### config.mk
export PLATFORM = sky130hd
export DESIGN_NAME = mfp_bot_updt_handshake_flat
export DESIGN_NICKNAME = d
export VERILOG_FILES = /design/src/rtl/mfp_bot_updt_handshake_pkg.sv /design/src/rtl/mfp_bot_updt_handshake_if.sv /design/src/rtl/mfp_bot_updt_handshake_sync_edge.sv /design/src/rtl/mfp_bot_updt_handshake.sv /design/src/flat_wrapper.sv
export SDC_FILE = /design/constraint.sdc
export NUM_CORES = 1
export LEC_CHECK = 0
export CORE_MARGIN = 3
export CORE_UTILIZATION = 44
export CTS_CLUSTER_DIAMETER = 100
export DETAILED_ROUTE_END_ITERATION = 7
export GPL_TIMING_DRIVEN = 0
export PLACE_DENSITY = 0.79
export SLEW_MARGIN = 20
export SYNTH_ARGS = -nofsm -noshare
export SYNTH_HDL_FRONTEND = slang
export SYNTH_HIERARCHICAL = 1
export SYNTH_SLANG_ARGS = --single-unit
### constraint.sdc
create_clock -name HCLK -period 2.1 [get_ports HCLK]
set_clock_uncertainty 0.05 [all_clocks]
set_input_delay 0.315 -clock HCLK [delete_from_list [all_inputs] [get_ports HCLK]]
set_output_delay 0.315 -clock HCLK [all_outputs]
set_load 0.02 [all_outputs]
### src/rtl/mfp_bot_updt_handshake_pkg.sv
// Shared constants for the Rojobot update handshake.
// State encodings and default overrun counter width.
package mfp_bot_updt_handshake_pkg;

  localparam logic [1:0] BUH_IDLE    = 2'b00;
  localparam logic [1:0] BUH_PENDING = 2'b01;
  localparam logic [1:0] BUH_ACKED   = 2'b10;

  localparam int BUH_OVR_W = 8;

endpackage

### src/rtl/mfp_bot_updt_handshake_if.sv
// GPIO-side handshake bundle: pending flag and snapshot out,
// software acknowledge back.
interface mfp_bot_updt_handshake_if;

  logic        IO_BotUpdt_Sync;
  logic [31:0] IO_BotInfo;
  logic        IO_INT_ACK;

  modport master (
    output IO_BotUpdt_Sync,
    output IO_BotInfo,
    input  IO_INT_ACK
  );

  modport slave (
    input  IO_BotUpdt_Sync,
    input  IO_BotInfo,
    output IO_INT_ACK
  );

endinterface

### src/rtl/mfp_bot_updt_handshake_sync_edge.sv
// Multi-flop synchroniser with rising-edge detect.
// A level already high out of reset is not reported as an edge.
module mfp_sync_edge #(
  parameter int STAGES = 2
) (
  input  logic HCLK,
  input  logic HRESETn,
  input  logic d,
  output logic q,
  output logic rise
);

  logic [STAGES-1:0] chain;
  logic [STAGES-1:0] fill;
  logic              prev;

  // shift the raw level in; fill marks stages holding real samples,
  // and prev is held high until the last stage is real
  always_ff @(posedge HCLK or negedge HRESETn) begin
    if (!HRESETn) begin
      chain <= '0;
      fill  <= '0;
      prev  <= 1'b1;
    end else begin
      chain <= {chain[STAGES-2:0], d};
      fill  <= {fill[STAGES-2:0], 1'b1};
      prev  <= fill[STAGES-1] ? chain[STAGES-1] : 1'b1;
    end
  end

  assign q    = chain[STAGES-1];
  assign rise = q & ~prev;

endmodule

### src/rtl/mfp_bot_updt_handshake.sv
// Rojobot update interrupt handshake toward the GPIO slave:
// sticky pending flag, coherent snapshot, ack edge clear, overrun count.
module mfp_bot_updt_handshake
  import mfp_bot_updt_handshake_pkg::*;
#(
  parameter int SYNC_STAGES = 2,
  parameter int OVR_W       = BUH_OVR_W,
  parameter int SNAPSHOT    = 1
) (
  input  logic                  HCLK,
  input  logic                  HRESETn,
  input  logic                  BotUpdt_in,
  input  logic [31:0]           BotInfo_in,
  mfp_bot_updt_handshake_if.master gpio,
  output logic [OVR_W-1:0]      ovr_count,
  output logic                  busy
);

  logic [1:0] state;
  logic [1:0] state_n;
  logic       defer;
  logic       defer_n;
  logic       ack_prev;
  logic       ack_rise;
  logic       upd_lvl;
  logic       upd_pulse;
  logic       snap_ld;
  logic       ovr_inc;
  logic       sync_q;

  mfp_sync_edge #(
    .STAGES (SYNC_STAGES)
  ) u_sync (
    .HCLK    (HCLK),
    .HRESETn (HRESETn),
    .d       (BotUpdt_in),
    .q       (upd_lvl),
    .rise    (upd_pulse)
  );

  assign ack_rise = gpio.IO_INT_ACK & ~ack_prev;

  // next state, defer flag and snapshot/counter enables
  always_comb begin
    state_n = state;
    defer_n = defer;
    snap_ld = 1'b0;
    ovr_inc = 1'b0;
    case (state)
      BUH_IDLE: begin
        if (upd_pulse) begin
          state_n = BUH_PENDING;
          snap_ld = 1'b1;
        end
      end
      BUH_PENDING: begin
        if (ack_rise) begin
          state_n = BUH_ACKED;
          if (upd_pulse) begin
            snap_ld = 1'b1;
            defer_n = 1'b1;
          end
        end else if (upd_pulse) begin
          snap_ld = 1'b1;
          ovr_inc = 1'b1;
        end
      end
      BUH_ACKED: begin
        if (upd_pulse) begin
          snap_ld = 1'b1;
          defer_n = 1'b1;
          ovr_inc = defer;
        end
        if (!gpio.IO_INT_ACK) begin
          state_n = (defer || upd_pulse) ? BUH_PENDING : BUH_IDLE;
          defer_n = 1'b0;
        end
      end
      default: begin
        state_n = BUH_IDLE;
        defer_n = 1'b0;
      end
    endcase
  end

  // state, ack history, defer flag and registered pending flag
  always_ff @(posedge HCLK or negedge HRESETn) begin
    if (!HRESETn) begin
      state    <= BUH_IDLE;
      defer    <= 1'b0;
      ack_prev <= 1'b0;
      sync_q   <= 1'b0;
    end else begin
      state    <= state_n;
      defer    <= defer_n;
      ack_prev <= gpio.IO_INT_ACK;
      sync_q   <= (state_n == BUH_PENDING);
    end
  end

  // saturating overrun counter, cleared only by reset
  always_ff @(posedge HCLK or negedge HRESETn) begin
    if (!HRESETn) begin
      ovr_count <= '0;
    end else if (ovr_inc && (ovr_count != '1)) begin
      ovr_count <= ovr_count + 1'b1;
    end
  end

  generate
    if (SNAPSHOT != 0) begin : g_snap
      logic [31:0] snap;

      // latest BotInfo captured with each accepted update
      always_ff @(posedge HCLK or negedge HRESETn) begin
        if (!HRESETn) begin
          snap <= '0;
        end else if (snap_ld) begin
          snap <= BotInfo_in;
        end
      end

      assign gpio.IO_BotInfo = snap;
    end else begin : g_pass
      assign gpio.IO_BotInfo = BotInfo_in;
    end
  endgenerate

  assign gpio.IO_BotUpdt_Sync = sync_q;
  assign busy                 = (state != BUH_IDLE);

endmodule

### src/flat_wrapper.sv
// flat-port wrapper written by rule: the top's interface ports become plain ports
module mfp_bot_updt_handshake_flat import mfp_bot_updt_handshake_pkg::*;
#(
  parameter int SYNC_STAGES = 2,
  parameter int OVR_W       = BUH_OVR_W,
  parameter int SNAPSHOT    = 1
)
  (HCLK, HRESETn, BotUpdt_in, BotInfo_in, ovr_count, busy, gpio_IO_BotUpdt_Sync, gpio_IO_BotInfo, gpio_IO_INT_ACK);
  mfp_bot_updt_handshake_if gpio_i ();
  input  logic HCLK;
  input  logic HRESETn;
  input  logic BotUpdt_in;
  input  logic [31:0] BotInfo_in;
  output logic [OVR_W-1:0] ovr_count;
  output logic busy;
  output wire logic [$bits(gpio_i.IO_BotUpdt_Sync)-1:0] gpio_IO_BotUpdt_Sync;
  output wire logic [$bits(gpio_i.IO_BotInfo)-1:0] gpio_IO_BotInfo;
  input wire logic [$bits(gpio_i.IO_INT_ACK)-1:0] gpio_IO_INT_ACK;
  assign gpio_IO_BotUpdt_Sync = gpio_i.IO_BotUpdt_Sync;
  assign gpio_IO_BotInfo = gpio_i.IO_BotInfo;
  assign gpio_i.IO_INT_ACK = gpio_IO_INT_ACK;
  mfp_bot_updt_handshake #(.SYNC_STAGES(SYNC_STAGES), .OVR_W(OVR_W), .SNAPSHOT(SNAPSHOT)) u_core (.HCLK(HCLK), .HRESETn(HRESETn), .BotUpdt_in(BotUpdt_in), .BotInfo_in(BotInfo_in), .gpio(gpio_i), .ovr_count(ovr_count), .busy(busy));
endmodule
==> results.json, run 1 <==
{
  "maxSlewViolCount": 0,
  "dpl.hpwl_um": 3270,
  "path_buf_inv": 1,
  "vias_per_cell": 4.86,
  "die-area_um2": 5740,
  "design_area_um2": 3130,
  "power.leakage_nw": 1.33,
  "drt-met1-wl_um": 1980,
  "first_pass_iters": 4,
  "cpMaxStageDelayCell": "clkdlybuf4s50_1",
  "cts-htree-levels": 2,
  "cts_sinks": 50,
  "drt-initial-drc-count": 50,
  "numCtsBuffers": 5,
  "grt_usage": 0.155,
  "synth_seq_cells": 50,
  "gp_routability_congestion": 0.811,
  "end_kind": "primary output",
  "slew_headroom": 0.614,
  "synth_edf_count": 0,
  "ys_top_cells_by_count": "49 x dfrtp_1, 25 x mux2_2, 7 x mux2_1",
  "synth.most_common_cell": "dfrtp_1",
  "worst-setup-path-type": "flop to primary output",
  "grt_remaining_overflow": 0,
  "yosys_warnings": 6,
  "avgSynthCellArea_um2": 14.7,
  "synth_cells": 146,
  "worst_pin_slew_ns": 0.579,
  "antenna_found_initial": 0,
  "worstPathCellList": "clkdlybuf4s50_1",
  "required_ns": 1.74,
  "grt_pass1_vias": 1425,
  "critPathTopFamily": "buffers and inverters",
  "final.fill_count": 340,
  "status": "finished clean",
  "grt_max_degree": 27,
  "synthDominantCellAreaShare": 0.572,
  "fin_nets": 274,
  "cts_tree": "yes",
  "dr_wl_met3_um": 326,
  "clockBufferDepth": 2,
  "ant_nets": 0,
  "pre_cts_slack_ns": 0.176,
  "start_kind": "flop",
  "period_minus_slack_ns": 1.77,
  "grt_pass1_wl_um": 6790,
  "synthTopCellsByArea": "dfrtp_1 57%, mux2_2 13%, mux2_1 3.7%, ha_1 3.5%, buf_6 2.1%",
  "clockRootBuffer": "clkbuf_8",
  "path_max_fanout": 7,
  "dieHeight_um": 75.8,
  "diodes": 0,
  "wl_um": 4330,
  "clk-insertion-delay-late_ns": 0.30,
  "highest_layer": "met4",
  "fin_crit_sh": 0.843,
  "synth-async-reset-ratio": 1.00,
  "dpl_cell_area_um2": 3010,
  "setup_violations": 0,
  "drive_above_1_share": 0.227,
  "drv_cap": 0,
  "synth_fp_nets": 188,
  "vias": 1448,
  "worstPathArrival_ns": 1.40,
  "yosysUniqueCellTypes": 38,
  "drc": 0,
  "p_per_area_nw_per_um2": 1020,
  "rsz0062_at_grt": "false",
  "synth_ff_type": "dfrtp_1",
  "worst_slack_ns": 0.330,
  "yosysSeqAreaShare": 0.585,
  "die_w_um": 75.8,
  "timing.setup.tns_ns": 0,
  "hold_violations": 0,
  "ir_drop_v": 0.000512,
  "fmax_mhz": 565,
  "slowest_delay_ns": 0.65,
  "io_buffer_count": 77,
  "core_um2": 4530,
  "initial_core_util": 0.472,
  "route.met2.wl_um": 1980,
  "path_clk_slew_ns": 0.09,
  "area_delta_synth_final_pct": 46.3,
  "routedWlPerCell_um": 14.5,
  "row_count": 24,
  "hold_ws_ns": 0.298,
  "ios": 78,
  "min_path_type": "flop to flop",
  "yosysTopAreaCell": "dfrtp_1",
  "synthesis.area_um2": 2140
}
-- what timing repair did --
action                     CTS  global route
hold buffers                 1             0
setup endpoints to repair    1             1
buffers inserted             0             0
resized for setup            1             1
hold endpoints to repair    24             0
-- placed cells by master, fill, tap and decap left out, types with 2 or more instances in the layout --
cell type         n
a21oi_1           5
nor2_1            2
nor4b_2           2
o21ai_0           2
a31oi_1           2
mux2_1            7
clkdlybuf4s50_1  75
dfrtp_1          48
buf_6             4
mux2_2           25
ha_1              6
mux2_4            2
nand2b_1          3
nand2_1           2
clkbuf_8          5
nand3_1           3
xor2_1            4
inv_1             6
-- report_power, final --
part	internal (mW)	total (mW)	switching [mW]
Combinational	0.629	1.20	0.572
Sequential	1.19	1.32	0.139
Clock	0.356	0.666	0.310
-- area by class of cell --
class | instances | area (um^2) | share of cell area
plain buffers | 4 | 45.0 | 0.0144
clock buffers | 6 | 72.6 | 0.0232
clock inverters | 2 | 37.5 | 0.0120
inverters | 6 | 22.5 | 0.00719
multi-input cells | 86 | 822 | 0.262
flip-flops and latches | 50 | 1250 | 0.400
well taps | 65 | 81.3 | 0.0260
repair buffers | 79 | 798 | 0.255
-- through the flow --
stage	cells	total power, mW	util
finish	298	3.19	0.691
global route	298	3.38	0.691
CTS	298	3.23	0.690
detailed placement	289	2.56	0.664
global placement	288	2.52	0.660
floorplan	146	1.96	-
-- routing by layer --
metal / GRT usage / vias to the layer above
met4: 0.0408 / 0
li1: - / 687
met5: 0 / -
met3: 0.0475 / 4
met1: 0.203 / 697
met2: 0.252 / 60
-- sequential cells by signal, indices dropped and copies added (netlist names) --
register,count
u_core/ack_prev,1
u_core/defer,1
u_core/gpio.IO_BotInfo,32
u_core/gpio.IO_BotUpdt_Sync,1
u_core/ovr_count,8
u_core/state,2
u_core/u_sync/chain,2
u_core/u_sync/fill,2
u_core/u_sync/prev,1
-- final timing paths --
kind                                              from                         to  slack (ns)  cells after the start
min in group asynchronous                      HRESETn  u_core/gpio.IO_BotInfo[3]        0.49                      2
worst max-delay path               u_core/ovr_count[2]               ovr_count[2]        0.33                      1
worst min register to register  u_core/u_sync/chain[0]     u_core/u_sync/chain[1]        0.30                      0
worst min-delay path            u_core/u_sync/chain[0]     u_core/u_sync/chain[1]        0.30                      0
worst max register to register         u_core/state[1]        u_core/ovr_count[1]        0.38                      5
max in group asynchronous                      HRESETn            u_core/ack_prev        0.97                      3
-- kinds of logic after synthesis --
logic type / count (synthesis) / synth area share
AOI/OAI and AO/OA: 15 / 0.0520
xor gates and xnor gates: 4 / 0.0164
adders and majority gates: 6 / 0.0350
buffers and inverters: 10 / 0.0315
DFF: 50 / 0.585
muxes: 34 / 0.182
other: 1 / 0.00175
and+or+nand+nor: 26 / 0.0964
No activity file was read; power rests on OpenSTA's default activity.
==> run 2, diff against run 1 <==
Clock period 2.1 ns to 1.7 ns, I/O delays scaled along.
==> results.json, run 2 (synthesis gave the netlist of run 1 again) <==
{
  "switching_share": 0.320,
  "combPwrFrac": 0.386,
  "wl_um": 4360,
  "area_delta_synth_final_pct": 48.9,
  "maxSlewViolCount": 0,
  "timing.setup.tns_ns": 0,
  "core_um2": 4530,
  "diodes": 0,
  "cts_sinks": 50,
  "io_buffer_count": 77,
  "status": "finished clean",
  "fin_nets": 278,
  "first_pass_iters": 4,
  "dp_cells": 289,
  "gp_routability_congestion": 0.811,
  "clockRootBuffer": "clkbuf_8",
  "ios": 78,
  "min_path_type": "flop to flop",
  "numCtsBuffers": 5,
  "layout_common_cells": "68 x clkdlybuf4s50_1, 48 x dfrtp_1, 25 x mux2_2, 7 x mux2_1",
  "p_int_mw": 2.72,
  "p_per_area_nw_per_um2": 1250,
  "ant_nets": 0,
  "clkPwrFrac": 0.206,
  "start_kind": "flop",
  "power.share.sequential": 0.408,
  "slew_headroom": 0.613,
  "path_max_fanout": 5,
  "grt_max_degree": 27,
  "worst-setup-path-type": "flop to flop",
  "dieHeight_um": 75.8,
  "rsz0062_at_grt": "true",
  "fin_crit_sh": 0.962,
  "die-area_um2": 5740,
  "drt-initial-drc-count": 54,
  "clockBufferDepth": 2,
  "end_kind": "flop",
  "cts_tree": "yes",
  "drive_above_1_share": 0.274,
  "hold_violations": 0,
  "largest_reg_flops": 32,
  "antenna_found_initial": 0,
  "initial_core_util": 0.472,
  "worstPathArrival_ns": 1.77,
  "clk-insertion-delay-late_ns": 0.30,
  "fmax_mhz": 611,
  "drc": 0,
  "final_common_cell": "clkdlybuf4s50_1",
  "vias": 1468,
  "setup_violations": 0,
  "power.leakage_nw": 1.43,
  "power.switching_mw": 1.28,
  "vias_per_cell": 4.86,
  "drv_cap": 0,
  "design_area_um2": 3190,
  "path_clk_slew_ns": 0.09,
  "dpl.hpwl_um": 3270,
  "grt_remaining_overflow": 0,
  "r2r-start": "u_core/ovr_count[0]",
  "grt_pass1_wl_um": 6870,
  "worst_pin_slew_ns": 0.580,
  "crit_start": "u_core/ovr_count[0]",
  "fin_cells": 302,
  "routedWlPerCell_um": 14.4,
  "row_count": 24,
  "grt_pass1_vias": 1438,
  "grt_usage": 0.157,
  "min-delay-start": "u_core/u_sync/chain[0]",
  "hold_ws_ns": 0.298,
  "required_ns": 1.83,
  "ir_drop_v": 0.000604,
  "cts-htree-levels": 2,
  "die_w_um": 75.8,
  "dpl_cell_area_um2": 3010,
  "period_minus_slack_ns": 1.64
}
run 2: cell count changes in the layout (fill, tap and decap cells not counted), sizes merged:
| cell | change |
|---|---|
| dlygate4sd2 | +2 |
| buf | +4 |
| clkbuf | +1 |
| dlymetal6s2s | +4 |
| clkdlybuf4s50 | -7 |
run 2: final timing paths:
| kind | to | slack, ns | cells past startpoint |
|---|---|---|---|
| max in group asynchronous | u_core/ack_prev | 0.63 | 3 |
| hold reg to reg | u_core/u_sync/chain[1] | 0.30 | 0 |
| hold / removal | u_core/u_sync/chain[1] | 0.30 | 0 |
| min in group asynchronous | u_core/gpio.IO_BotInfo[3] | 0.43 | 2 |
| setup / recovery | u_core/ovr_count[6] | 0.06 | 5 |
| setup reg to reg | u_core/ovr_count[6] | 0.06 | 5 |
run 2: worst max-delay path, stage by stage, from the launching register on:
cell	delay, ns
dfrtp_1	0.42
ha_2	0.24
and4_1	0.21
nand2_1	0.10
nor3_4	0.20
mux2_4	0.31
run 2: cell type report:
class	count	area, um^2
timing repair buffer	83	831
inverter	6	22.5
sequential	50	1250
buffer	4	45.0
clock inverter	2	37.5
fill	325	1340
tap	65	81.3
clock buffer	6	72.6
multi-input combinational	86	847
run 2: power groups by stage:
| stage | combinational (mW) | sequential (mW) | clock [mW] |
|---|---|---|---|
| after floorplan | 0.478 | 1.94 | 0 |
| after global placement | 1.47 | 1.64 | 0 |
| after detailed placement | 1.50 | 1.66 | 0 |
| after CTS | 1.51 | 1.64 | 0.850 |
| after global routing | 1.66 | 1.66 | 0.909 |
| final | 1.54 | 1.63 | 0.822 |
run 2: stage by stage:
step                total power, mW  setup slack, ns  utilization
finish                         3.99           0.0644        0.704
global route                   4.23          -0.0356        0.704
CTS                            4.00          0.00244        0.692
detailed placement             3.16           -0.164        0.664
global placement               3.11            -1.11        0.660
floorplan                      2.42           0.0777            -
run 2: what timing repair did:
action | CTS | global route
hold buffers | 1 | 0
setup buffers | 1 | 3
cloned | 0 | 0
hold endpoints to repair | 24 | 0
pin swaps | 2 | 3
setup endpoints to repair | 22 | 41
gates resized for setup | 7 | 12
run 2: per-layer routing:
layer / share of wire / global-route usage / vias up
met5: 0 / 0 / -
met4: 0.0096 / 0.0408 / 0
met3: 0.076 / 0.0475 / 5
met2: 0.46 / 0.254 / 59
met1: 0.45 / 0.206 / 711
li1: - / - / 693
==> patch 1: new RTL, config.mk and constraints of run 1 <==
Set the package constant `BUH_OVR_W` to 6 (it was 8).
--- a/src/rtl/mfp_bot_updt_handshake_pkg.sv
+++ b/src/rtl/mfp_bot_updt_handshake_pkg.sv
@@ -8,3 +8,3 @@
 
-  localparam int BUH_OVR_W = 8;
+  localparam int BUH_OVR_W = 6;
 
Ports: changed (resized ovr_count); port bits go from 78 to 76. No check against the original RTL was run, so the function may have changed too.
==> patch 1 against run 1 <==
Power down 2.7%. Setup slack got worse by 0.083 ns. Die area decreased by 6.7%. Wire length shrank 0.83%. Design area shrank 6.7%. Area after synthesis shrank 7.2%. Critical path depth is 4 higher. Sequential cell count down 2. Critical path type is now register to register. Largest cell class unchanged. Highest routed layer unchanged.
==> patch 1: results (changes against run 1) <==
| Metric | Value |
|---|---|
| DR WL met3 | `498 um (+53%)` |
| Seq/Total Area, Yosys | `0.605 (+0.0205)` |
| Initial DRC Count | `95 (+90%)` |
| Post-DP Area | `2820 um^2 (-6.4%)` |
| Post-synthesis cell type count | `32 (-16%)` |
| Commonest cells post-synth | `dfrtp_1 (47), mux2_2 (23), mux2_1 (13)` |
| R2r endpoint | `u_core/gpio.IO_BotInfo[8]` |
| Via/cell ratio | `5.03 (+3.5%)` |
| Met3 usage | `0.0978 (+0.0503)` |
| IO buf count | `75 (-2.6%)` |
| Total global-route track usage | `0.179 (+0.0236)` |
| Worst EP arrival | `1.98 ns (+0.58 ns)` |
| First-pass GRT wire length | `7240 um (+6.6%)` |
| Fillers | `297 (-13%)` |
| Met2 WL | `2090 um (+5.7%)` |
| Mux share of post-synthesis cell area | `0.212 (+0.0293)` |
| WL/cell | `15.8 um (+9.0%)` |
| HPWL Detailed | `3330 um (+1.7%)` |
| Met2 GRT Util | `0.289 (+0.0371)` |
| Largest net degree at the start of global routing | `28 (+3.7%)` |
| Worst-path fanout max | `10 (+3)` |
| Post-Syn Nets | `178 (-5.3%)` |
| Maximum vdd ir drop | `546 uV (+6.7%)` |
| Largest cells by area after synthesis | `dfrtp_1 (59%), mux2_2 (13%), mux2_1 (7.4%), ha_1 (3.8%), dfstp_2 (1.3%)` |
| Vias in the first global route | `1597 (+12%)` |
| Pleak | `1.24 nW (-6.5%)` |
| Setup crit end kind | `register` |
| Met1 WL | `1670 um (-16%)` |
| Critical Path Start | `u_core/state[0]` |
| Placer Congestion | `0.814 (+0.38%)` |
| Worst reg-to-reg setup slack | `0.25 ns (-0.13 ns)` |
| Prevailing post-synth register cell | `dfrtp_1` |
| Switching share of power | `0.335 (+0.0150)` |
| Status | `complete, no violations` |
| Nets | `262 (-4.4%)` |
| Layout cells sized above 1 | `0.199 (-0.0284)` |
| Sequential group share of total power | `0.421 (+0.006)` |
| Post-Synth Adder-Cell Area | `0.0378 (+0.00274)` |
## patch 1: cell types whose count changed in the layout (fill, tap and decap cells not counted), sizes merged, moves of 2 or more
cell	run 1	this run
nand2	3	7
nor3b	0	2
clkbuf	6	8
mux2	34	37
dfrtp	49	47
nor3	3	1
xor2	4	1
clkdlybuf4s50	75	73
a21oi	5	3
## patch 1: area by class of cell
cell class | instances | area [um^2] | area share
multi-input combinational | 79 | 739 | 0.253
inverter | 5 | 18.8 | 0.00642
buffer | 4 | 26.3 | 0.00899
sequential | 48 | 1200 | 0.412
clock buffer | 7 | 86.3 | 0.0295
timing repair buffer | 77 | 778 | 0.266
tap | 50 | 62.6 | 0.0214
clock inverter | 1 | 7.51 | 0.00257
## patch 1: metrics by stage
stage | total power [mW] | cells | hold WS [ns] | TNS [ns] | setup WS [ns]
4_1_cts | 3.15 | 271 | 0.314 | 0 | 0.00545
2_1_floorplan | 1.95 | 136 | -0.0306 | 0 | 0.351
5_1_grt | 3.30 | 271 | 0.321 | 0 | 0.112
3_5_place_dp | 2.57 | 262 | 0.274 | 0 | 0.137
3_3_place_gp | 2.52 | 261 | 0.283 | -25.64 | -0.545
6_report | 3.10 | 271 | 0.305 | 0 | 0.247
## patch 1: timing repair
action	in CTS	in global routing
hold buffers	1	0
endpoints found under the hold margin	21	0
gates resized for setup	1	1
setup endpoints to repair	1	1
gates cloned	0	0
## patch 1: how the worst min path moves through the flow
stage / depth (start not counted) / endpoint / slack (ns)
global route: 0 / u_core/u_sync/chain[1] / 0.32
CTS: 0 / u_core/u_sync/chain[1] / 0.31
global placement: 0 / u_core/u_sync/chain[1] / 0.28
finish: 0 / u_core/u_sync/chain[1] / 0.31
floorplan: 0 / u_core/ack_prev / -0.03
detailed placement: 1 / u_core/ovr_count[1] / 0.27
==> patch 2: new RTL, settings of run 1 <==
Without the edit above. Register the output `ovr_count` once more; this adds one clock of latency there. The other outputs are not delayed to match.
--- a/src/rtl/mfp_bot_updt_handshake.sv
+++ b/src/rtl/mfp_bot_updt_handshake.sv
@@ -17,2 +17,4 @@
 );
+
+  logic [OVR_W-1:0] ovr_count_s0;
 
@@ -103,5 +105,5 @@
     if (!HRESETn) begin
-      ovr_count <= '0;
-    end else if (ovr_inc && (ovr_count != '1)) begin
-      ovr_count <= ovr_count + 1'b1;
+      ovr_count_s0 <= '0;
+    end else if (ovr_inc && (ovr_count_s0 != '1)) begin
+      ovr_count_s0 <= ovr_count_s0 + 1'b1;
     end
@@ -131,2 +133,6 @@
 
+  always_ff @(posedge HCLK) begin
+    ovr_count <= ovr_count_s0;
+  end
+
 endmodule
Function: changed (Yosys sat finds a counterexample within 10 cycles, from zero or initial values and one cycle with HRESETn low).
==> patch 2 against run 1 <==
Maximum frequency shrank 4.0%. Non-clock buffer count decreased by 1. Design area is 5.4% higher. Clock power increased by 31%. Power rose by 11%. Setup slack lost 0.075 ns. Wire length up 6.0%. Sequential cell count up 8. Synthesized cell count rose by 4.8%. Area after synthesis increased by 6.2%. Critical path type unchanged. Largest power group unchanged.
==> patch 2: results (changes against run 1) <==
| Metric | Value |
|---|---|
| Worst reg-to-reg setup slack | `0.29 ns (-0.09 ns)` |
| WL/cell | `14.6 um (+0.88%)` |
| H-Tree Depth | `3 (+1)` |
| Setup WS pre-CTS | `0.211 ns (+0.0350 ns)` |
| Non-filler instance count after layout | `313 (+5.0%)` |
| Logic pwr share | `0.331 (-0.045)` |
| Placed insts | `297 (+2.8%)` |
| Initial DRC Count | `37 (-26%)` |
| Status | `complete, no violations` |
| Largest net degree at the start of global routing | `51 (+89%)` |
| Clk slew on worst S/H paths | `0.06 ns (-0.03 ns)` |
| Total global-route track usage | `0.165 (+0.00955)` |
| HP Start | `u_core/u_sync/fill[0]` |
| Post-DP Area | `3130 um^2 (+3.9%)` |
| Clk_lat worst skew | `0.33 ns (+0.03 ns)` |
| Layout cells sized above 1 | `0.240 (+0.0124)` |
| Seq. pwr | `1.50 mW (+14%)` |
| PwrDens | `1070 nW/um^2 (+5.5%)` |
| Max-slew headroom | `0.596 (-0.0180)` |
| Ys async rst share | `0.862 (-0.138)` |
| Hold slack | `0.295 ns (-0.00238 ns)` |
| Largest cells by area after synthesis | `dfrtp_1 (54%), mux2_2 (14%), dfxtp_1 (7.0%), ha_1 (3.3%), mux2_1 (2.0%)` |
| Fillers | `399 (+17%)` |
| Nets | `284 (+3.6%)` |
| First-pass GRT wire length | `7540 um (+11%)` |
| Placer Congestion | `0.784 (-3.3%)` |
| Post-synthesis cell type count | `39 (+2.6%)` |
| Pleak | `1.41 nW (+5.9%)` |
| Syn avg cell area | `14.9 um^2 (+1.3%)` |
| Maximum vdd ir drop | `734 uV (+44%)` |
| Post-Syn Nets | `195 (+3.7%)` |
| Vias | `1503 (+3.8%)` |
| Commonest cells post-synth | `dfrtp_1 (49), mux2_2 (29), dfxtp_1 (8)` |
| R2r endpoint | `u_core/ovr_count_s0[6]` |
| WHS Endpoint | `u_core/u_sync/fill[1]` |
| Worst-path fanout max | `4 (-3)` |
| Seq/Total Area, Yosys | `0.621 (+0.0363)` |
| Sw Pwr | `1.08 mW (+6.2%)` |
| CTS Buf Count | `9 (+4)` |
| CTS-repair resized insts | `2 (+1)` |
-- patch 2: cell types whose count changed after synthesis, moves of 2 or more --
cell / delta
dfxtp_1: +8
mux2_1: -3
mux2_2: +4
nand3_1: -2
nor2_1: -2
nor4b_2: -2
-- patch 2: critical path, stage by stage, from the launching register on --
cell and delay, ns:
dfrtp_1 0.42, inv_1 0.12, ha_1 0.24, inv_1 0.05, dlygate4sd2_1 0.31
-- patch 2: how the worst max path moves through the flow --
| stage | startpoint | end | slack [ns] | cells past startpoint |
|---|---|---|---|---|
| finish | u_core/state[1] | busy | 0.26 | 4 |
| global route | u_core/state[1] | busy | 0.16 | 4 |
| CTS | u_core/state[1] | busy | 0.23 | 4 |
| detailed placement | gpio_IO_INT_ACK | u_core/ovr_count_s0[6] | 0.21 | 5 |
| global placement | HRESETn | u_core/ovr_count_s0[6] | -0.80 | 1 |
| floorplan | u_core/state[0] | u_core/ovr_count_s0[6] | 0.44 | 5 |
-- patch 2: per-layer routing --
metal	vias up	GRT usage	wire (um)
met5	-	0	0
met4	0	0.117	143
met3	14	0.0476	238
met2	49	0.259	2250
met1	725	0.193	1950
li1	715	-	-
-- patch 2: cell families (layout without fill, tap and decap cells) --
logic type,count (synthesis),in the layout,share of synthesized area
AOI/OAI and AO/OA,15,15,0.0512
xor gates and xnor gates,5,5,0.0193
adders and majority gates,6,6,0.0330
buffers and inverters,9,102,0.0253
DFF,58,58,0.621
muxes,34,34,0.170
other,1,1,0.00165
and+or+nand+nor,25,25,0.0787
-- patch 2: cell type report --
type                       count  area, um^2  share of cell area
multi-input combinational     86         805               0.244
tap                           67        83.8              0.0254
sequential                    58        1410               0.428
clock buffer                  15         166              0.0504
inverter                       5        18.8             0.00568
timing repair buffer          78         777               0.235
buffer                         4        38.8              0.0117
